--- src/rtl/imm_pkg.sv ---
// Shared RV32I instruction-format constants for imm_packer and immediateExtender.
// Format encodings, field bit positions, opcodes and the request bundle type.
package imm_pkg;

  typedef enum logic [2:0] {
    FMT_R = 3'd0,
    FMT_I = 3'd1,
    FMT_S = 3'd2,
    FMT_B = 3'd3,
    FMT_U = 3'd4,
    FMT_J = 3'd5
  } fmt_e;

  localparam int OPC_LSB = 0;
  localparam int RD_LSB  = 7;
  localparam int F3_LSB  = 12;
  localparam int RS1_LSB = 15;
  localparam int RS2_LSB = 20;
  localparam int F7_LSB  = 25;

  localparam logic [6:0] OPC_OP_IMM = 7'h13;
  localparam logic [6:0] OPC_STORE  = 7'h23;
  localparam logic [6:0] OPC_LUI    = 7'h37;
  localparam logic [6:0] OPC_BRANCH = 7'h63;
  localparam logic [6:0] OPC_JAL    = 7'h6F;

  // fmt kept as raw bits: 6/7 must survive to the packer to be flagged
  typedef struct packed {
    logic [2:0]  fmt;
    logic [6:0]  opcode;
    logic [4:0]  rd;
    logic [4:0]  rs1;
    logic [4:0]  rs2;
    logic [2:0]  funct3;
    logic [6:0]  funct7;
    logic [31:0] imm;
  } imm_req_t;

  // True when v is the sign-extension of v[msb:0].
  function automatic logic sext_fits(input logic [31:0] v, input int msb);
    logic ok;
    ok = 1'b1;
    for (int i = 0; i < 32; i++)
      if (i > msb && v[i] != v[msb]) ok = 1'b0;
    return ok;
  endfunction

endpackage

--- src/rtl/imm_field_pack.sv ---
// Combinational RV32I field packer. Range checks present only with
// IMM_RANGE_CHECK_EN defined; otherwise err flags illegal formats only.
module imm_field_pack
  import imm_pkg::*;
(
  input  logic [2:0]  fmt,
  input  logic [6:0]  opcode,
  input  logic [4:0]  rd,
  input  logic [4:0]  rs1,
  input  logic [4:0]  rs2,
  input  logic [2:0]  funct3,
  input  logic [6:0]  funct7,
  input  logic [31:0] imm,
  output logic [31:0] word,
  output logic        err
);

  logic legal;

  always_comb begin
    word = '0;
    word[OPC_LSB +: 7] = opcode;
    legal = 1'b1;
    case (fmt)
      FMT_R: begin
        word[RD_LSB  +: 5] = rd;
        word[F3_LSB  +: 3] = funct3;
        word[RS1_LSB +: 5] = rs1;
        word[RS2_LSB +: 5] = rs2;
        word[F7_LSB  +: 7] = funct7;
      end
      FMT_I: begin
        word[RD_LSB  +: 5] = rd;
        word[F3_LSB  +: 3] = funct3;
        word[RS1_LSB +: 5] = rs1;
        word[31:20]        = imm[11:0];
      end
      FMT_S: begin
        word[11:7]         = imm[4:0];
        word[F3_LSB  +: 3] = funct3;
        word[RS1_LSB +: 5] = rs1;
        word[RS2_LSB +: 5] = rs2;
        word[31:25]        = imm[11:5];
      end
      FMT_B: begin
        word[7]            = imm[11];
        word[11:8]         = imm[4:1];
        word[F3_LSB  +: 3] = funct3;
        word[RS1_LSB +: 5] = rs1;
        word[RS2_LSB +: 5] = rs2;
        word[30:25]        = imm[10:5];
        word[31]           = imm[12];
      end
      FMT_U: begin
        word[RD_LSB +: 5] = rd;
        word[31:12]       = imm[31:12];
      end
      FMT_J: begin
        word[RD_LSB +: 5] = rd;
        word[19:12]       = imm[19:12];
        word[20]          = imm[11];
        word[30:21]       = imm[10:1];
        word[31]          = imm[20];
      end
      default: legal = 1'b0;
    endcase
  end

`ifdef IMM_RANGE_CHECK_EN
  logic rng_ok;

  always_comb begin
    rng_ok = 1'b1;
    case (fmt)
      FMT_I, FMT_S: rng_ok = sext_fits(imm, 11);
      FMT_B:        rng_ok = sext_fits(imm, 12) && !imm[0];
      FMT_J:        rng_ok = sext_fits(imm, 20) && !imm[0];
      FMT_U:        rng_ok = (imm[11:0] == 12'd0);
      default:      rng_ok = 1'b1;
    endcase
  end

  assign err = !legal || !rng_ok;
`else
  assign err = !legal;
`endif

endmodule

--- src/rtl/imm_packer.sv ---
// Two-stage valid/ready RV32I instruction assembler (S1 bundle reg, S2 output reg).
// Optional immediate range checking via IMM_RANGE_CHECK_EN.
module imm_packer
  import imm_pkg::*;
(
  input  logic        clk,
  input  logic        rst,
  input  logic        in_valid,
  output logic        in_ready,
  input  logic [2:0]  in_fmt,
  input  logic [6:0]  in_opcode,
  input  logic [4:0]  in_rd,
  input  logic [4:0]  in_rs1,
  input  logic [4:0]  in_rs2,
  input  logic [2:0]  in_funct3,
  input  logic [6:0]  in_funct7,
  input  logic [31:0] in_imm,
  output logic        out_valid,
  input  logic        out_ready,
  output logic [31:0] out_instr,
  output logic        out_imm_err
);

  localparam int STAGES = 2;

  imm_req_t          s1_q;
  logic [STAGES:1]   vld_pipe;
  logic              s1_adv, s2_adv;
  logic [31:0]       pk_word;
  logic              pk_err;

  assign s2_adv    = !vld_pipe[2] || out_ready;
  assign s1_adv    = vld_pipe[1] && s2_adv;
  assign in_ready  = !vld_pipe[1] || s2_adv;
  assign out_valid = vld_pipe[2];

  always_ff @(posedge clk) begin
    if (rst) begin
      vld_pipe    <= '0;
      s1_q        <= '0;
      out_instr   <= '0;
      out_imm_err <= 1'b0;
    end else begin
      if (in_valid && in_ready) begin
        vld_pipe[1] <= 1'b1;
        s1_q        <= '{fmt: in_fmt, opcode: in_opcode, rd: in_rd, rs1: in_rs1,
                         rs2: in_rs2, funct3: in_funct3, funct7: in_funct7, imm: in_imm};
      end else if (s1_adv) begin
        vld_pipe[1] <= 1'b0;
      end
      // S2 keeps its last word when it drains empty
      if (s2_adv) begin
        vld_pipe[2] <= vld_pipe[1];
        if (s1_adv) begin
          out_instr   <= pk_word;
          out_imm_err <= pk_err;
        end
      end
    end
  end

  imm_field_pack u_pack (
    .fmt    (s1_q.fmt),
    .opcode (s1_q.opcode),
    .rd     (s1_q.rd),
    .rs1    (s1_q.rs1),
    .rs2    (s1_q.rs2),
    .funct3 (s1_q.funct3),
    .funct7 (s1_q.funct7),
    .imm    (s1_q.imm),
    .word   (pk_word),
    .err    (pk_err)
  );

endmodule

--- config.mk ---
export PLATFORM = sky130hd
export DESIGN_NAME = imm_packer
export DESIGN_NICKNAME = d
export VERILOG_FILES = /design/src/rtl/imm_pkg.sv /design/src/rtl/imm_field_pack.sv /design/src/rtl/imm_packer.sv
export SDC_FILE = /design/constraint.sdc
export NUM_CORES = 1
export LEC_CHECK = 0
export CORE_MARGIN = 4
export CORE_UTILIZATION = 39
export DETAILED_ROUTE_END_ITERATION = 8
export MAX_ROUTING_LAYER = met4
export PLACE_DENSITY_LB_ADDON = 0.3
export SYNTH_ARGS = -nofsm -noshare
export SYNTH_HDL_FRONTEND = slang
export SYNTH_SLANG_ARGS = --single-unit
--- constraint.sdc ---
create_clock -name clk -period 1.9 [get_ports clk]
set_clock_uncertainty 0.1 [all_clocks]
set_input_delay 0.285 -clock clk [delete_from_list [all_inputs] [get_ports clk]]
set_output_delay 0.285 -clock clk [all_outputs]
set_load 0.05 [all_outputs]
==> results.toml, run 1 <==
[status]
run_status = "complete, no violations"

[floorplanning]
die-width_um = 110
die_h_um = 110
start_util_pct = 40.7
io_pins = 106
coreArea_mm2 = 0.00995
fp-row-count = 36
dieArea_mm2 = 0.0121

[cts]
cts_tree = "built"
post_cts_buffers = 0
cts_root_buffer = "clkbuf_8"
ctsHoldBuffers = 0
clock_path_buffers = 2
cts.sinks = 102
clk_latency_ns = 0.36
cts.reportedPaths.clkPinSlew_ns = 0.10
cts_made_buffers = 9
post_cts_resize_count = 19
cts_htree_levels = 3

[worst_setup_path]
cp_cell_sequence = "dlygate4sd2_1"
worst_r2r_path_depth = 4
cp_data_arrival_time_ns = 1.26
cp_slowest_cell = "dlygate4sd2_1"
endpoint_kind = "output port"
cp_slowest_stage_delay_ns = 0.54
crit_type = "flip-flop to output port"
r2r_slack_ns = 0.30
path_delay_family = "buffers and inverters"
path_buf_inv = 1
crit_required_ns = 1.51
start_kind = "flip-flop"
rr_endpoint = "out_instr[28]"
crit_fanout = 2
reg2reg_from = "s1_q[65]"

[grt]
grt_max_degree = 75
antenna_found_initial = 0
grt_first_pass_wirelength_um = 16400
grt_overflow = 0
grt_pass1_vias = 3374
grt_usage_pct = 17.8

[logic_synthesis]
synthCells = 508
async_flop_share_pct = 0
synthTopCellsByArea = "dfxtp_1 50%, nand2_1 15%, a21oi_1 9.4%, nor3_1 3.2%, nor2_1 3.1%"
synth_cell_types = 31
synth_most_common_cell = "nand2_1"
yosys_warnings = 0
synth_nets = 579
synth_top_cell_by_area = "dfxtp_1"
netlist.area_leader.share_pct = 50.4
syn_area_mm2 = 0.00405
synth_edf_count = 0
synth_area_per_cell_um2 = 7.98
seq_area_frac_synth_pct = 50.4
synth_common_cells = "160 x nand2_1, 102 x dfxtp_1, 76 x a21oi_1"
ys_dominant_reg_cell = "dfxtp_1"
ys_ff_latch = 102

[sta]
holdWs_ns = 0.210
slew_violations = 0
maxSlewHeadroom_pct = 66.6
final_hold_viol_count = 0
fin_crit_sh_pct = 86.4
setup_viol = 0
setup_slack_ns = 0.259
max_freq_ghz = 0.609
fin_crit_ns = 1.64
worst_pin_slew_ns = 0.503
rsz0062_at_grt = "false"
fin_setup_tns_ns = 0

[routing]
routed_wl_um = 10600
vias = 3694
drt_first_pass_iters = 4
drc = 0
drt-initial-drc-count = 205
wl_per_cell_um = 14.3
drtAntennaViolNets = 0
vias_per_cell = 5.01

[power]
p_leak_nw = 2.12
powerDensity_mw_per_mm2 = 821
ir_worst_vdd_mv = 0.357

[worst_hold_path]
hold_start = "rst"
hold_path_class = "input pin to flip-flop"
min_to = "out_imm_err"
min_path_cells = 2

[final_layout]
syn_to_final_growth_pct = 32.7
finalInstanceArea_mm2 = 0.00538
multiInputGateArea_mm2 = 0.00179
area.sequential_mm2 = 0.00204
fillers = 947
nNetsFinal = 670
finalCoreUtilization_pct = 54.0
diodes = 0
drive_gt1_share_pct = 8.61

[run]
maxCapViolations = 0

[placed_design]
gp_congestion = 0.819
place_hpwl_um = 7590
place.port_buffers = 105
place_area_mm2 = 0.00520
dp_slack_ns = 0.0590
-- worst max-delay path by stage --
stage | to | cells past startpoint | slack (ns) | start
finish | out_instr[29] | 1 | 0.26 | out_instr[29]
global route | out_instr[22] | 5 | 0.16 | s1_q[66]
CTS | out_instr[17] | 1 | 0.22 | out_instr[17]
detailed placement | out_instr[20] | 6 | 0.06 | out_ready
global placement | out_instr[20] | 6 | 0.10 | out_ready
floorplan | s1_q[64] | 6 | 0.006 | vld_pipe[2]
-- where the power goes --
part | switching (mW) | internal (mW) | total (mW)
logic | 0.414 | 0.318 | 0.732
registers | 0.0778 | 2.25 | 2.33
clock network | 0.706 | 0.646 | 1.35
total | 1.20 | 3.22 | 4.42
-- state kept, by name (all words and copies together) (netlist names) --
name         cells
out_instr       32
s1_q            67
vld_pipe         2
out_imm_err      1
-- per-layer routing --
layer	GRT usage (%)	part of all wire (%)	routed length, µm
met1	23.6	45	4740
met2	26.9	46	4860
met3	4.05	7.7	816
met4	5.34	1.4	153
met5	-	0	0
-- cell families after synthesis --
family	Yosys count	synth area share (%)
buffers and inverters	43	5.71
and+or+nand+nor	237	24.3
AOI/OAI and AO/OA	114	16.6
muxes	12	3.00
DFF	102	50.4
-- cells in the final DEF (no fill, tap or decap), drive strengths merged, types with 3 or more instances in the layout --
| cell | netlist | layout |
|---|---|---|
| nand2 | 161 | 161 |
| dfxtp | 102 | 102 |
| a21oi | 77 | 77 |
| clkdlybuf4s50 | 0 | 69 |
| nor2 | 33 | 33 |
| buf | 26 | 32 |
| nor3 | 26 | 26 |
| dlygate4sd2 | 0 | 19 |
| a211oi | 15 | 15 |
| mux2i | 11 | 11 |
| clkbuf | 14 | 11 |
| nor2b | 7 | 7 |
| nand3b | 5 | 5 |
| a311oi | 4 | 4 |
| a22oi | 4 | 4 |
| a2bb2oi | 4 | 4 |
| o31ai | 4 | 4 |
| nand2b | 3 | 3 |
| inv | 3 | 3 |
-- stage by stage --
stage / cells / power (mW)
finish: 737 / 4.42
global route: 737 / 4.60
CTS: 737 / 4.46
detailed placement: 721 / 3.13
global placement: 721 / 3.12
floorplan: 508 / 2.81
-- area by class of cell --
type / instances / area share [%]
inverters: 3 / 0.209
clock buffers: 11 / 2.63
clock inverters: 5 / 1.09
multi-input cells: 363 / 33.2
repair buffers: 120 / 21.8
flip-flops and latches: 102 / 38.0
well taps: 133 / 3.09
Note: power is estimated with default switching activity, not from simulation.
==> run 2: changes to the inputs <==
--- a/config.mk
+++ b/config.mk
@@ -5,11 +5,13 @@
 export SDC_FILE = /design/constraint.sdc
 export NUM_CORES = 1
 export LEC_CHECK = 0
+export ABC_CLOCK_PERIOD_IN_PS = 1900
 export CORE_MARGIN = 4
 export CORE_UTILIZATION = 39
 export DETAILED_ROUTE_END_ITERATION = 8
+export GPL_TIMING_DRIVEN = 0
 export MAX_ROUTING_LAYER = met4
-export PLACE_DENSITY_LB_ADDON = 0.3
+export PLACE_DENSITY = 0.75
 export SYNTH_ARGS = -nofsm -noshare
 export SYNTH_HDL_FRONTEND = slang
 export SYNTH_SLANG_ARGS = --single-unit
==> run 2 against run 1 <==
  * Sequential power about the same
  * Fmax decreased by 11%
  * Flip-flop and latch count unchanged
  * Die area unchanged
  * First-iteration DRC count increased by 19%
  * Combinational power increased by 2%
  * Count of clock-buffer cells in the layout decreased by 1
  * Power increased by 1.6%
  * Hold slack improved by 0.14 ns
  * Setup slack got worse by 0.21 ns
==> results.toml, run 2 (same netlist as run 1, synthesis figures left out) <==
[floorplanning]
start_util_pct = 40.7
die_h_um = 110
die-width_um = 110
io_pins = 106
coreArea_mm2 = 0.00995
dieArea_mm2 = 0.0121
fp-row-count = 36

[worst_setup_path]
worst_r2r_path_depth = 5
rr_endpoint = "out_instr[29]"
reg2reg_from = "s1_q[66]"
r2r_slack_ns = 0.28
crit_required_ns = 1.51
endpoint = "in_ready"
crit_fanout = 3
crit_type = "input pin to output port"
endpoint_kind = "output port"
start_kind = "input pin"
cp_data_arrival_time_ns = 1.46
cp-startpoint = "out_ready"

[grt]
grt_max_degree = 19
grt_usage_pct = 19.9
grt_overflow = 0
antenna_found_initial = 0
grt_first_pass_wirelength_um = 17900
grt_pass1_vias = 3620

[worst_hold_path]
hold_path_class = "input pin to flip-flop"
min_path_cells = 3

[status]
run_status = "complete, no violations"

[cts]
ctsHoldBuffers = 0
clk_latency_ns = 0.37
cts_tree = "built"
cts.sinks = 102
clock_path_buffers = 2
cts_root_buffer = "clkbuf_8"
cts_htree_levels = 3
cts_made_buffers = 9
post_cts_buffers = 0
cts.reportedPaths.clkPinSlew_ns = 0.11

[routing]
wl_per_cell_um = 15.2
vias_per_cell = 5.06
drc = 0
routed_wl_um = 11500
vias = 3853
drt_first_pass_iters = 5
drt-initial-drc-count = 243
drtAntennaViolNets = 0

[power]
p_leak_nw = 2.26
powerDensity_mw_per_mm2 = 825
ir_worst_vdd_mv = 0.362
power_mw = 4.49

[final_layout]
largest_reg_flops = 67
syn_to_final_growth_pct = 34.2
instances_no_fill = 761
finalInstanceArea_mm2 = 0.00544
final_common_cell = "nand2_1"
drive_gt1_share_pct = 7.32
top_regs = "s1_q: 67 flops, out_instr: 32 flops, vld_pipe: 2 flops"
regMostFlops = "s1_q"
layout_common_cells = "160 x nand2_1, 102 x dfxtp_1, 76 x a21oi_1"
nNetsFinal = 694
diodes = 0

[placed_design]
place.port_buffers = 104
place_hpwl_um = 8850
gp_congestion = 0.893
dp.cells = 745
place_area_mm2 = 0.00526

[sta]
fin_crit_ns = 1.85
final_hold_viol_count = 0
rsz0062_at_grt = "false"
maxSlewHeadroom_pct = 63.3
max_freq_ghz = 0.541
worst_pin_slew_ns = 0.551
fin_setup_tns_ns = 0
slew_violations = 0
setup_viol = 0
fin_crit_sh_pct = 97.2

[run]
maxCapViolations = 0
[run 2: cell count changes in the layout (fill, tap and decap cells not counted), sizes merged]
| cell | delta |
|---|---|
| clkbuf | +13 |
| inv | +3 |
| buf | -6 |
| dlymetal6s2s | +5 |
| clkinvlp | -2 |
| dlygate4sd2 | +10 |
| clkdlybuf4s15 | +1 |
[run 2: how the worst min path moves through the flow]
stage                     from      endpoint  slack (ns)
floorplan             in_rd[1]      s1_q[53]        0.32
global placement      s1_q[63]  out_instr[6]        0.34
detailed placement    s1_q[53]      s1_q[53]        0.35
CTS                 in_imm[27]      s1_q[27]        0.35
global route        in_imm[16]      s1_q[16]        0.34
finish              in_imm[12]      s1_q[12]        0.35
[run 2: where the power goes]
| part | total (mW) | leakage (nW) | internal (mW) | switching (mW) |
|---|---|---|---|---|
| Clock | 1.41 | 0.103 | 0.634 | 0.777 |
| Combinational | 0.748 | 1.32 | 0.312 | 0.436 |
| Sequential | 2.33 | 0.839 | 2.25 | 0.0736 |
[run 2: routing by layer]
layer | GRT usage, % | share of wire, %
met5 | - | 0
met4 | 8.73 | 2.8
met3 | 3.17 | 7.3
met2 | 30.6 | 45
met1 | 25.7 | 45
[run 2: area by class of cell]
class | instances | area (µm²)
buffer | 40 | 220
clock buffer | 10 | 128
clock inverter | 6 | 76.3
fill | 963 | 4520
inverter | 3 | 11.3
multi-input combinational | 363 | 1780
sequential | 102 | 2040
tap | 133 | 166
timing repair buffer | 104 | 1020
[run 2: critical path: stages]
cell             delay, ns
clkdlybuf4s50_1       0.50
nand3b_2              0.16
clkdlybuf4s15_1       0.52
[run 2: per-stage QoR]
stage          utilization [%]  setup slack, ns  hold WS, ns
5_1_grt                   54.6           0.0202        0.342
4_1_cts                   54.5         0.000693        0.346
6_report                  54.6           0.0527        0.349
3_3_place_gp              52.8           -0.243        0.342
2_1_floorplan                -          0.00562        0.321
3_5_place_dp              52.8           -0.247        0.347
[run 2: repair_timing]
action | 4_1_cts | 5_1_grt
cloned | 0 | 0
hold endpoints to repair | 0 | 0
endpoints found under the setup margin | 30 | 6
resized for setup | 30 | 6
==> run 3: changes to the inputs <==
==> constraint.sdc (replaced) <==
create_clock -name clk -period 1.9 [get_ports clk]
set_clock_uncertainty 0.1 [all_clocks]
set_input_delay 0.285 -clock clk [delete_from_list [all_inputs] [get_ports clk]]
set_output_delay 0.285 -clock clk [all_outputs]
set_load 0.1 [all_outputs]
==> run 3 against run 2 <==
  * Count of clock-buffer cells in the layout unchanged
  * Non-clock buffer count did not move
  * Design area grew 1.1%
  * Setup slack gained 0.085 ns
  * Sequential share of layout area decreased by 0.33 points
  * Via count increased by 0.80%
  * Sequential power about the same
  * Power up 1.6%
  * Utilization increased by 0.59 points
  * Final cell count stayed put
  * Register-to-register slack lost 0.04 ns
  * Fmax rose by 4.8%
  * Critical path type unchanged
  * Highest routed layer unchanged
==> results.toml, run 3 (same netlist as run 1, synthesis figures left out) <==
[final_layout]
syn_to_final_growth_pct = 35.7
instances_no_fill = 761
top_regs = "s1_q: 67 flops, out_instr: 32 flops, vld_pipe: 2 flops"
largest_reg_flops = 67
regMostFlops = "s1_q"
diodes = 0
final_common_cell = "nand2_1"
fillers = 927
nNetsFinal = 694
drive_gt1_share_pct = 13.2
layout_common_cells = "160 x nand2_1, 101 x dfxtp_1, 76 x a21oi_1"

[sta]
worst_pin_slew_ns = 0.592
fin_crit_sh_pct = 92.8
rsz0062_at_grt = "false"
setup_slack_ns = 0.137
slew_violations = 0
maxSlewHeadroom_pct = 60.6
fin_crit_ns = 1.76
fin_setup_tns_ns = 0
max_freq_ghz = 0.567
final_hold_viol_count = 0
setup_viol = 0

[floorplanning]
fp-row-count = 36
start_util_pct = 40.7
io_pins = 106
dieArea_mm2 = 0.0121
die_h_um = 110
coreArea_mm2 = 0.00995
die-width_um = 110

[worst_setup_path]
start_kind = "input pin"
cp_data_arrival_time_ns = 1.38
endpoint_kind = "output port"
r2r_slack_ns = 0.24
cp_cell_sequence = "clkdlybuf4s50_1 -> nand3b_4 -> buf_2"
cp_slowest_stage_delay_ns = 0.50
crit_type = "input pin to output port"
cp_slowest_cell = "clkdlybuf4s50_1"
crit_required_ns = 1.51
crit_fanout = 3

[routing]
drt-initial-drc-count = 211
vias = 3884
routed_wl_um = 12000
drt_first_pass_iters = 4
drtAntennaViolNets = 0
wl_per_cell_um = 15.7
vias_per_cell = 5.10
drc = 0

[status]
run_status = "complete, no violations"

[cts]
cts_tree = "built"
cts.reportedPaths.clkPinSlew_ns = 0.11
ctsHoldBuffers = 0
clock_path_buffers = 2
cts_made_buffers = 9
cts_root_buffer = "clkbuf_8"
cts_htree_levels = 3
clk_latency_ns = 0.37
cts.sinks = 102

[grt]
grt_first_pass_wirelength_um = 18700
grt_max_degree = 19
grt_pass1_vias = 3838
grt_overflow = 0
grt_usage_pct = 20.5
antenna_found_initial = 0

[worst_hold_path]
hold_path_class = "input pin to flip-flop"

[run]
maxCapViolations = 0

[placed_design]
dp_slack_ns = -0.570
place_hpwl_um = 9100
dp.cells = 745
gp_congestion = 0.905
place.port_buffers = 104

[power]
p_leak_nw = 2.07
ir_worst_vdd_mv = 0.484
powerDensity_mw_per_mm2 = 829
power_mw = 4.56
-- run 3: through the flow --
stage	hold WS, ns	area (µm²)	util [%]
floorplan	0.321	4060	-
global placement	0.342	5270	53.0
detailed placement	0.347	5270	53.0
CTS	0.351	5500	55.3
global route	0.353	5500	55.2
finish	0.352	5500	55.2
-- run 3: worst max-delay path, delay by kind of cell --
kind / cells / cell delay, ns
buf+inv: 2 / 0.93
simple gates: 1 / 0.16
-- run 3: worst paths after layout --
| kind | startpoint | endpoint | cells after the start |
|---|---|---|---|
| max reg2reg | vld_pipe[2] | s1_q[64] | 6 |
| min reg2reg | out_instr[0] | out_instr[0] | 2 |
| min | in_funct7[4] | s1_q[36] | 3 |
| max | out_ready | in_ready | 3 |
-- run 3: timing repair --
action | CTS | global route
pin swaps | 0 | 0
resized for setup | 105 | 2
setup endpoints to repair | 35 | 1
setup buffers | 0 | 0
-- run 3: layer usage --
metal | track usage, % | up-vias | part of all wire [%]
li1 | - | 1922 | -
met1 | 25.1 | 1822 | 44
met4 | 7.84 | 0 | 2.1
met3 | 2.70 | 18 | 6.0
met2 | 34.3 | 122 | 48
met5 | - | - | 0
-- run 3: where the power goes --
| part | leakage (nW) | total [mW] | switching (mW) | internal (mW) |
|---|---|---|---|---|
| clock | 0.0875 | 1.32 | 0.792 | 0.531 |
| combinational | 1.14 | 0.904 | 0.581 | 0.324 |
| sequential | 0.839 | 2.33 | 0.0758 | 2.25 |
| total | 2.07 | 4.56 | 1.45 | 3.11 |
-- run 3: final cells by class --
type / count / area [µm²] / area share, %
Buffer: 40 / 220 / 4.01
Clock inverter: 6 / 51.3 / 0.933
Clock buffer: 10 / 138 / 2.50
Inverter: 3 / 11.3 / 0.205
Tap cell: 133 / 166 / 3.03
Sequential cell: 102 / 2050 / 37.2
Multi-Input combinational cell: 363 / 1790 / 32.5
Timing Repair Buffer: 104 / 1080 / 19.6
